`src/rtl/trig_gen_pkg.sv`:
```
// trig_gen_pkg: shared FSM state and edge-mode encodings for the trigger generator.
package trig_gen_pkg;
    typedef enum logic [1:0] {
        IDLE    = 2'd0,
        PULSE   = 2'd1,
        HOLDOFF = 2'd2
    } state_t;

    typedef enum logic [1:0] {
        EDGE_RISE     = 2'b00,
        EDGE_FALL     = 2'b01,
        EDGE_BOTH     = 2'b10,
        EDGE_RISE_ALT = 2'b11
    } edge_mode_t;
endpackage

```
`src/rtl/trig_debounce.sv`:
```
// trig_debounce: holds a stable level that follows value only after length consecutive differing cycles.
module trig_debounce #(
    parameter int CNT_W = 16
) (
    input  logic             i_clk,
    input  logic             i_aresetn,
    input  logic             value,
    input  logic             reload,
    input  logic [CNT_W-1:0] length,
    output logic             stable
);
    logic [CNT_W-1:0] cnt;

    // A return to the stable level, a reload or a zero length all follow value directly.
    always_ff @(posedge i_clk or negedge i_aresetn) begin
        if (!i_aresetn) begin
            stable <= 1'b0;
            cnt    <= '0;
        end else if (reload || length == '0 || value == stable) begin
            stable <= value;
            cnt    <= '0;
        end else if (cnt >= length - 1'b1) begin
            stable <= value;
            cnt    <= '0;
        end else begin
            cnt <= cnt + 1'b1;
        end
    end
endmodule

```
`src/rtl/trig_gen_mc.sv`:
```
// trig_gen_mc: multi-source trigger generator with sync, debounce, edge select,
// edge divider and a pulse/holdoff FSM.
module trig_gen_mc
    import trig_gen_pkg::*;
#(
    parameter int N_SRC       = 4,
    parameter int SYNC_STAGES = 2,
    parameter int CNT_W       = 16
) (
    input  logic                     i_clk,
    input  logic                     i_aresetn,
    input  logic [N_SRC-1:0]         i_src,
    input  logic [$clog2(N_SRC)-1:0] i_sel,
    input  logic                     i_enable,
    input  logic [1:0]               i_edge_mode,
    input  logic [CNT_W-1:0]         i_deb_cycles,
    input  logic [CNT_W-1:0]         i_div,
    input  logic [CNT_W-1:0]         i_pulse_len,
    input  logic [CNT_W-1:0]         i_holdoff,
    input  logic                     i_soft_trig,
    output logic                     o_trigger,
    output logic                     o_busy,
    output logic                     o_missed,
    output logic [31:0]              o_trig_count
);
    logic [N_SRC-1:0]         sync_q [SYNC_STAGES];
    logic [$clog2(N_SRC)-1:0] sel_eff, sel_q;
    logic                     reload, reload_q, stable, stable_d, rise, fall, edge_hit, fire, start;
    logic [CNT_W-1:0]         div_cnt, div_last, pulse_last, timer, timer_n, hold_q, hold_n;
    state_t                   state, state_n;
    edge_mode_t               mode;

    always_ff @(posedge i_clk or negedge i_aresetn) begin
        if (!i_aresetn) begin
            for (int i = 0; i < SYNC_STAGES; i++) sync_q[i] <= '0;
        end else begin
            sync_q[0] <= i_src;
            for (int i = 1; i < SYNC_STAGES; i++) sync_q[i] <= sync_q[i-1];
        end
    end

    assign sel_eff = (int'(i_sel) < N_SRC) ? i_sel : '0;
    assign reload  = i_sel != sel_q;

    trig_debounce #(.CNT_W(CNT_W)) u_deb (
        .i_clk    (i_clk),
        .i_aresetn(i_aresetn),
        .value    (sync_q[SYNC_STAGES-1][sel_eff]),
        .reload   (reload),
        .length   (i_deb_cycles),
        .stable   (stable)
    );

    // Edges are masked both in the select-change cycle and the cycle the reloaded level appears.
    assign mode       = edge_mode_t'(i_edge_mode);
    assign rise       = stable & ~stable_d;
    assign fall       = ~stable & stable_d;
    assign edge_hit   = ((mode == EDGE_FALL) ? fall : (mode == EDGE_BOTH) ? (rise | fall) : rise)
                        & i_enable & ~reload & ~reload_q;
    assign div_last   = (i_div == '0) ? '0 : i_div - 1'b1;
    assign pulse_last = (i_pulse_len == '0) ? '0 : i_pulse_len - 1'b1;
    assign fire       = edge_hit && state == IDLE && div_cnt >= div_last;
    assign start      = state == IDLE && i_enable && (fire || i_soft_trig);

    always_comb begin
        state_n = state;
        timer_n = timer;
        hold_n  = hold_q;
        if (state == IDLE) begin
            if (start) begin
                state_n = PULSE;
                timer_n = pulse_last;
                hold_n  = i_holdoff;
            end
        end else if (timer != '0) begin
            timer_n = timer - 1'b1;
        end else if (state == PULSE && hold_q != '0) begin
            state_n = HOLDOFF;
            timer_n = hold_q - 1'b1;
        end else begin
            state_n = IDLE;
        end
    end

    always_ff @(posedge i_clk or negedge i_aresetn) begin
        if (!i_aresetn) begin
            sel_q        <= '0;
            reload_q     <= 1'b0;
            stable_d     <= 1'b0;
            div_cnt      <= '0;
            state        <= IDLE;
            timer        <= '0;
            hold_q       <= '0;
            o_trigger    <= 1'b0;
            o_missed     <= 1'b0;
            o_trig_count <= '0;
        end else begin
            sel_q        <= i_sel;
            reload_q     <= reload;
            stable_d     <= stable;
            div_cnt      <= (!i_enable || fire) ? '0 : div_cnt + CNT_W'(edge_hit && state == IDLE);
            state        <= state_n;
            timer        <= timer_n;
            hold_q       <= hold_n;
            o_trigger    <= state_n == PULSE;
            o_missed     <= edge_hit && state != IDLE;
            o_trig_count <= o_trig_count + {31'd0, start};
        end
    end

    assign o_busy = state != IDLE;
endmodule

```
`config.mk`:
```
export PLATFORM = sky130hd
export DESIGN_NAME = trig_gen_mc
export DESIGN_NICKNAME = d
export VERILOG_FILES = /design/src/rtl/trig_gen_pkg.sv /design/src/rtl/trig_debounce.sv /design/src/rtl/trig_gen_mc.sv
export SDC_FILE = /design/constraint.sdc
export NUM_CORES = 1
export LEC_CHECK = 0
export BUFFER_PORTS_ARGS = -buffer_cell sky130_fd_sc_hd__buf_4
export CAP_MARGIN = 15
export CORE_MARGIN = 1.5
export CORE_UTILIZATION = 58
export DETAILED_ROUTE_END_ITERATION = 16
export GPL_TIMING_DRIVEN = 1
export PLACE_DENSITY = 0.92
export SYNTH_ARGS = -nofsm -noshare
export SYNTH_HDL_FRONTEND = slang
export SYNTH_SLANG_ARGS = --single-unit
```
`constraint.sdc`:
```
create_clock -name i_clk -period 4.8 [get_ports i_clk]
set_input_delay 0.24 -clock i_clk [delete_from_list [all_inputs] [get_ports i_clk]]
set_output_delay 0.24 -clock i_clk [all_outputs]
set_load 0.02 [all_outputs]
```
# Word level (Yosys, flattened, before mapping)

Cells that the tools add are included.

$lt $le $gt $ge: 3
Reduce and logical (&&, ||, !) cells: 22
Multiplexer cells: 19
Equality and inequality tests: 7
Bitwise operators: 10
$add $sub $neg: 8

Operators by type and width:

| kind                  | count |
|---|---|
| $mux 16               | 9 |
| $sub 16x1->16 const B | 5 |
| $logic_not 16->1      | 3 |
| $add 32x1->32         | 1 |
| $ge 16x16->1          | 2 |
| $reduce_bool 16->1    | 2 |
| $add 16x1->16         | 1 |
| $add 16x1->16 const B | 1 |
| $mux 2                | 4 |
| $eq 2x1->1 const B    | 3 |
| $logic_and 1x1->1     | 6 |
| $and 1x1->1           | 5 |
| $mux 1                | 5 |
| $logic_or 1x1->1      | 4 |
| $not 1->1             | 4 |
| $reduce_and 2->1      | 2 |
| $reduce_bool 2->1     | 2 |
| $lt 2x3->1 const B    | 1 |
| $reduce_bool 3->1     | 1 |
| $bmux 1 s2            | 1 |
| $eq 2x2->1 const B    | 1 |
| $logic_not 2->1       | 1 |
| $ne 2x2->1            | 1 |
| $ne 2x2->1 const B    | 1 |
| 3 further kinds       | 3 |

Bits in registers: 113
Logic and storage cells: 83
Input bits: 76

# Logic depth before layout (Yosys ltp)

Gate-level depths: netlist of the first run.

Word-level depth: 15
Gate-level depth with buffers: 22
Depth with buffers taken out: 21

# By module

A second synthesis of the first run with hierarchy kept.

Cells, all modules: 733
Area, all modules: 7098.1 um^2

By module, submodules not included:

| module        | instances | area an instance (um^2) | cells an instance | sequential area each (um^2) |
|---|---|---|---|---|
| trig_gen_mc   | 1         | 5625.4                  | 573               | 2402.3 |
| trig_debounce | 1         | 1472.7                  | 160               | 425.4 |

# Worst setup path before layout of the first run

Ideal clock, no wire load.

Path kind: input to register
Start: input port i_div[9]
End: register o_trig_count[29]
Setup time: 0.080 ns
Path slack: -0.413 ns
Data arrival time: 5.134 ns
Cell stages on the path: 21
Path through: or4_1 nor4_1 nor2b_1 nand4b_1 and2_1 ha_1 or3b_2 o2111ai_1 and3_1 o41ai_1 a21oi_1 inv_2 buf_4 ha_1 and2_1 and3_1 nand2_1 or2_2 or4_1 nor2_1 xor2_1

Word-level cells in the longest chain between the ends: 7
Elaborated cells between the ends (all ways): 8

RTL lines:

| element                                           | line               | text |
|---|---|---|
| start: declaration                                | trig_gen_mc.sv:17  | `input logic [CNT_W-1:0] i_div,` |
| $sub 16x1->16 or $logic_not 16->1 (tied branches) | trig_gen_mc.sv:60  | `assign div_last = (i_div == '0) ? '0 : i_div - 1'b1;` |
| $mux 16 (*)                                       | trig_gen_mc.sv:60  |  |
| $ge 16x16->1 (*)                                  | trig_gen_mc.sv:62  | `assign fire = edge_hit && state == IDLE && div_cnt >= div_last;` |
| $logic_and 1x1->1 (*)                             | trig_gen_mc.sv:62  |  |
| $logic_or 1x1->1 (*)                              | trig_gen_mc.sv:63  | `assign start = state == IDLE && i_enable && (fire \|\| i_soft_trig);` |
| $logic_and 1x1->1 (*)                             | trig_gen_mc.sv:63  |  |
| $add 32x1->32 (*)                                 | trig_gen_mc.sv:107 | `o_trig_count <= o_trig_count + {31'd0, start};` |
| end signal: assignment                            | trig_gen_mc.sv:107 |  |
| end: declaration                                  | trig_gen_mc.sv:24  | `output logic [31:0] o_trig_count` |

Mark *: on every way between the ends. The rest lies on a longest branch, timed or not.
A chain may end at the register's enable or synchronous reset.

# Worst setup path in the final report of the first run

Ends and elaborated chain as after synthesis.

==> impl_metrics.json, run 1 <==
{
  "p_leak_nw": 4.04,
  "synth_edf_count": 0,
  "antenna_found_initial": 0,
  "port_buffers": 110,
  "max-cap-violations": 0,
  "async_flop_share": 1.00,
  "ys_seq_elements": 113,
  "first_pass_iters": 5,
  "dp_slack_ps": 109,
  "setup_viol": 0,
  "fin_crit_ps": 4340,
  "fin_area_mm2": 0.00874,
  "syn_inst": 731,
  "fin_setup_tns_ps": 0,
  "syn-num-nets": 851,
  "critPathRequiredTime_ps": 5130,
  "hold_viol_final": 0,
  "area_growth_pct": 24.2,
  "num_antenna_cells": 0,
  "worstPathMaxFanout": 15,
  "grt_usage": 0.257,
  "grt_pass1_vias": 5881,
  "cts_root_buf": "clkbuf_16",
  "drive_gt1_frac": 0.225,
  "final_nets": 987,
  "die_area_mm2": 0.0128,
  "hp-class": "input port to flip-flop",
  "grt_pass1_wl_um": 26700,
  "drv_slew": 0,
  "gp_congestion": 0.846,
  "clockBufferDepth": 2,
  "die_y_um": 113,
  "cts.sinks": 113,
  "dieWidth_um": 113,
  "num_vias": 6029,
  "final_cells": 1027,
  "path_clk_slew_ps": 60,
  "initial_core_util": 0.591,
  "fin_worst_skew_ps": 7.16,
  "design.core.area_mm2": 0.0119,
  "cts_made_buffers": 17,
  "end_kind": "flip-flop",
  "critical_path_class": "input port to flip-flop",
  "yosysWarnings": 0,
  "avgRoutedWirePerCell_um": 15.6,
  "cp.arrival_ps": 4660,
  "worstMarginPinSlew_ps": 852,
  "ant_nets": 0,
  "place_area_mm2": 0.00809,
  "insertion_delay_ps": 410,
  "max_slew_margin": 0.432,
  "final_util": 0.734,
  "avgSynthCellArea_um2": 9.63,
  "syn_area_mm2": 0.00704,
  "post-dp-hpwl_um": 11500,
  "drc_errors": 0,
  "cts_htree_levels": 4,
  "status": "finished clean",
  "rsz0062_at_grt": "false",
  "num_rows": 40,
  "ir_worst_vdd_mv": 0.208,
  "overflow": 0,
  "power_density_mw_per_mm2": 272,
  "via_per_inst": 5.87,
  "post-route-period-util": 0.903,
  "synth-seq-area-share": 0.402,
  "dp_cells": 988,
  "synth_ff_type": "dfrtp_1",
  "pin_count": 111,
  "drt-initial-drc-count": 429,
  "grt_start_max_net_pins": 68,
  "critPathLaunchType": "input port",
  "cts_tree": "built",
  "drt_wl_total_um": 16000,
  "cts_setup_buffers": 0,
  "ys_types": 69,
  "clock.fmax_ghz": 0.231,
  "layout_setup_ws_ps": 464
}
state kept, by name, summed over array words and instances (netlist names):
name,count
o_trig_count,32
div_cnt,16
hold_q,16
timer,16
u_deb.cnt,16
sync_q,8
sel_q,2
state,2
o_missed,1
o_trigger,1
reload_q,1
stable_d,1
u_deb.stable,1
synth_stat cells (8+ instances only):
cell / instances / area share
xor2_1: 49 / 0.061
a21oi_1: 27 / 0.019
mux2_2: 23 / 0.037
dfrtp_1: 113 / 0.40
nor4_1: 21 / 0.019
nand3_1: 40 / 0.028
or3_1: 11 / 0.0098
xnor2_1: 58 / 0.072
nand2b_1: 8 / 0.0071
inv_1: 17 / 0.0091
nand4_1: 11 / 0.0098
and3_1: 14 / 0.012
o22ai_1: 8 / 0.0071
o21ai_0: 11 / 0.0078
ha_1: 44 / 0.078
nor2_1: 81 / 0.043
nand2_1: 68 / 0.036
nor3_1: 23 / 0.016
critical path: stages:
cell,delay [ps]
buf_4,120
or4_1,590
nor4_1,260
nor2b_1,230
nand4b_1,130
buf_4,200
nand2b_1,80
ha_1,160
or3b_2,120
o2111ai_1,90
and3_1,190
o41ai_4,280
a21oi_2,130
inv_2,80
ha_1,170
and2_1,190
and3_1,260
nand2_1,90
or2_2,320
or4_1,450
nor2_1,130
xor2_1,140
kinds of logic (layout without fill, tap and decap cells):
logic type	after synthesis	count (layout)	synth area share
AND/OR/NAND/NOR	314	314	0.229
flip-flops	113	113	0.402
XOR/XNOR	107	107	0.133
AO/OA/AOI/OAI	96	96	0.0951
adder cells (fa/ha/maj)	44	44	0.0782
buffers and inverters	32	181	0.0215
multiplexers	25	25	0.0414
cell type report:
cell class / count / area (um2)
Sequential cell: 113 / 2830
Timing Repair Buffer: 130 / 993
Fill cell: 827 / 3170
Inverter: 19 / 71.3
Clock inverter: 15 / 159
Clock buffer: 17 / 425
Multi-Input combinational cell: 586 / 4080
Tap cell: 147 / 184
power breakdown:
| group | internal, W | switching (W) |
|---|---|---|
| registers | 0.000963 | 0.00000651 |
| clock network | 0.000768 | 0.000461 |
| logic | 0.0000876 | 0.0000896 |
| total | 0.00182 | 0.000558 |
per-stage QoR:
| step | hold WS, ps | total power, W |
|---|---|---|
| 2_1_floorplan | -55.6 | 0.00106 |
| 3_3_place_gp | 334 | 0.00115 |
| 3_5_place_dp | 336 | 0.00116 |
| 4_1_cts | 50.6 | 0.00239 |
| 5_1_grt | 59.7 | 0.00246 |
| 6_report | 62.8 | 0.00238 |
final timing paths:
| check | slack [ps] | start | end | depth (start not counted) |
|---|---|---|---|---|
| max | 460 | i_div[9] | o_trig_count[29] | 22 |
| min | 60 | i_holdoff[2] | hold_q[2] | 2 |
| max reg2reg | 760 | timer[2] | timer[14] | 12 |
| min reg2reg | 340 | sync_q[7] | sync_q[3] | 0 |
| max in group asynchronous | 3240 | i_aresetn | o_trig_count[0] | 3 |
| min in group asynchronous | 480 | i_aresetn | timer[5] | 2 |
cells in the final DEF, fill, tap and decap left out, types with 21 or more instances in the layout:
cell	n
a21oi_1	26
buf_4	123
dfrtp_1	113
ha_1	44
mux2_2	23
nand2_1	68
nand3_1	40
nor2_1	81
nor3_1	23
nor4_1	21
xnor2_1	58
xor2_1	49
repair_timing:
action / CTS / global route
hold buffers: 7 / 0
hold endpoints to repair: 72 / 0
gates resized for setup: 0 / 1
endpoints found under the setup margin: 0 / 1
layer usage:
metal	global-route usage	share of wire
met5	0	0
met4	0.102	0.016
met1	0.334	0.45
met2	0.428	0.48
met3	0.0498	0.057
No activity file was read; power rests on OpenSTA's default activity.
==> run 2: changes to the inputs <==
--- a/config.mk
+++ b/config.mk
@@ -14,4 +14,5 @@
 export PLACE_DENSITY = 0.92
 export SYNTH_ARGS = -nofsm -noshare
 export SYNTH_HDL_FRONTEND = slang
+export SYNTH_HIERARCHICAL = 1
 export SYNTH_SLANG_ARGS = --single-unit
==> run 2 against run 1 <==
The flow now finishes with violations (hold timing). Largest power group unchanged. Register-to-register slack better by 560 ps. Clock power is 4% higher. Power is 2.8% higher.
==> impl_metrics.json, run 2 <==
{
  "status": "finished, violations left",
  "violations": "hold timing",
  "cts.sinks": 113,
  "final_util": 0.732,
  "die_area_mm2": 0.0129,
  "max-cap-violations": 0,
  "antenna_found_initial": 0,
  "synth_edf_count": 0,
  "critPathRequiredTime_ps": 5130,
  "p_leak_nw": 4.05,
  "clockPowerShare": 0.524,
  "num_vias": 6187,
  "post-route-period-util": 0.907,
  "intPower_w": 0.00191,
  "insertion_delay_ps": 420,
  "final_nets": 983,
  "critical_path_class": "input port to flip-flop",
  "yosysTopAreaCell": "dfrtp_1",
  "port_buffers": 110,
  "end_kind": "flip-flop",
  "cts_setup_buffers": 0,
  "worstMarginPinSlew_ps": 1060,
  "critPathLaunchType": "input port",
  "netlist_top_cells_area": "dfrtp_1 (40%), xnor2_1 (7.8%), ha_1 (7.8%)",
  "initial_core_util": 0.593,
  "grt_start_max_net_pins": 77,
  "avgSynthCellArea_um2": 9.68,
  "cp_slowest_cell": "or4_1",
  "grt_usage": 0.281,
  "grt_pass1_wl_um": 28900,
  "drv_slew": 0,
  "largest_reg_flops": 32,
  "worstPathMaxFanout": 10,
  "pin_count": 111,
  "holdWs_ps": -44.6,
  "power_density_mw_per_mm2": 279,
  "overflow": 0,
  "ys_seq_elements": 113,
  "cp.arrival_ps": 4680,
  "synth_top_family_by_area": "simple AND/OR/NAND/NOR gates",
  "max_slew_margin": 0.292,
  "cts_htree_levels": 4,
  "synth-xor-area-share": 0.131,
  "drt-initial-drc-count": 482,
  "fin_setup_tns_ps": 0,
  "worstPathCellList": "buf_4 -> or4_1 -> nor4_1 -> nand2b_1 -> nor2_1 -> nand4b_1 -> buf_4 -> nand2_1 -> ha_1 -> a21oi_1 -> o21ai_0 -> a2111oi_2 -> o31ai_2 -> a32oi_1 -> inv_1 -> ha_1 -> ha_1 -> nand4_1 -> nor2_1 -> nand2_1 -> nor2_1 -> nand2_1 -> xnor2_1",
  "gp_congestion": 0.897,
  "hp-class": "input port to asynchronous set/reset pin",
  "cts_made_buffers": 17,
  "yosysWarnings": 6,
  "rsz0062_at_grt": "false",
  "area_growth_pct": 23.3,
  "slowest_delay_ps": 580,
  "final_cell_mix": "buf_4 (120), dfrtp_1 (113), nor2_1 (69), nand2_1 (69), xnor2_1 (63)",
  "syn-num-nets": 853,
  "path_clk_slew_ps": 50,
  "async_flop_share": 1.00,
  "setup_viol": 0,
  "reg2reg_to": "o_trig_count[30]",
  "num_rows": 40,
  "clockBufferDepth": 2,
  "p_seq_frac": 0.398,
  "synth_mux_area_frac": 0.0409,
  "design.core.area_mm2": 0.0120,
  "synth_top_area_share": 0.398,
  "grt_pass1_vias": 6167,
  "first_pass_iters": 7,
  "synth-seq-area-share": 0.398,
  "avgRoutedWirePerCell_um": 17.0,
  "ys_types": 73,
  "hold_viol_final": 22,
  "ant_nets": 0,
  "num_antenna_cells": 0,
  "swShare": 0.220,
  "fin_worst_skew_ps": 10.4,
  "dieWidth_um": 114,
  "place_area_mm2": 0.00807,
  "fin_crit_ps": 4350,
  "die_y_um": 114,
  "synth-compound-area-share": 0.0998,
  "p_switching_w": 0.000537,
  "post-dp-hpwl_um": 12300,
  "synth_fa_ha_area_frac": 0.0776,
  "synth_most_common_cell": "dfrtp_1",
  "r2r.worst_path.cells": 16,
  "drive_gt1_frac": 0.221,
  "yosys.area_share.simple": 0.229,
  "layout_commonest_cell": "buf_4",
  "synth_ff_type": "dfrtp_1",
  "clock.fmax_ghz": 0.230,
  "fin_area_mm2": 0.00875,
  "top_register": "o_trig_count",
  "synth_common_cells": "dfrtp_1 (113), nand2_1 (69), nor2_1 (69)",
  "syn_area_mm2": 0.00710,
  "drc_errors": 0,
  "worst_r2r_startpoint": "u_deb/stable",
  "via_per_inst": 6.05,
  "reg2reg_setup_slack_ps": 1320,
  "syn_inst": 733,
  "cts_tree": "built",
  "combPwrFrac": 0.078,
  "drt_wl_total_um": 17400,
  "cts_root_buf": "clkbuf_16",
  "ir_worst_vdd_mv": 0.275
}
==> run 2: cell count changes after synthesis, sizes merged, moves of 6 or more <==
cell | previous run | this run
nor4 | 23 | 17
clkbuf | 4 | 10
a21oi | 27 | 18
xor2 | 49 | 43
nor3 | 23 | 42
nor2 | 82 | 69
==> run 2: area by class of cell <==
cell class	instances	area (um2)
multi-input cells	588	4110
fillers	834	3210
flip-flops and latches	113	2830
repair buffers	126	961
clock buffers	22	474
well taps	147	184
clock inverters	9	131
inverters	17	63.8
==> run 2: how the worst max path moves through the flow <==
| stage | from | slack, ps | cells past startpoint | endpoint |
|---|---|---|---|---|
| final | i_div[9] | 450 | 23 | o_trig_count[30] |
| after global routing | i_div[9] | 80 | 23 | o_trig_count[30] |
| after CTS | i_div[9] | 340 | 23 | o_trig_count[30] |
| after detailed placement | i_div[9] | 30 | 23 | o_trig_count[26] |
| after global placement | i_div[9] | 210 | 22 | o_trig_count[26] |
| after floorplan | i_div[9] | 90 | 22 | o_trig_count[26] |
==> run 2: worst max-delay path, delay by kind of cell <==
family / cells / cell delay (ps)
AO/OA/AOI/OAI: 5 / 1160
AND/OR/NAND/NOR: 11 / 2000
adder cells (fa/ha/maj): 3 / 730
XOR/XNOR: 1 / 120
buffers and inverters: 3 / 420
==> run 2: logic make-up (layout without fill, tap and decap cells) <==
kind of cell,Yosys count,after routing
AND/OR/NAND/NOR,315,315
flip-flops,113,113
XOR/XNOR,106,106
AO/OA/AOI/OAI,98,98
adder cells (fa/ha/maj),44,44
buffers and inverters,32,174
multiplexers,25,25
==> run 2: timing repair <==
item,4_1_cts,5_1_grt
endpoints found under the hold margin,6,0
hold buffers,6,0
setup endpoints to repair,0,6
gates resized for setup,0,3
==> run 2: routing by layer <==
layer / GRT usage / vias to the layer above / wire, um
li1: - / 2930 / -
met1: 0.358 / 2944 / 7280
met2: 0.466 / 282 / 8440
met3: 0.0733 / 31 / 1400
met4: 0.0967 / 0 / 298
met5: 0 / - / 0
==> run 2: through the flow <==
stage	setup slack (ps)	power (W)	hold slack, ps	cells
after floorplan	88.5	0.00107	-55.6	733
after global placement	206	0.00117	331	984
after detailed placement	31.4	0.00117	336	984
after CTS	338	0.00246	13.4	1021
after global routing	82.6	0.00252	29.4	1022
final	446	0.00244	-44.6	1022
==> run 2: power by group through the flow <==
stage	sequential (W)	combinational, W	clock [W]
final	0.000972	0.000190	0.00128
after CTS	0.000972	0.000191	0.00129
after floorplan	0.000987	0.0000810	0
after detailed placement	0.000988	0.000184	0
after global routing	0.000973	0.000212	0.00134
after global placement	0.000987	0.000178	0
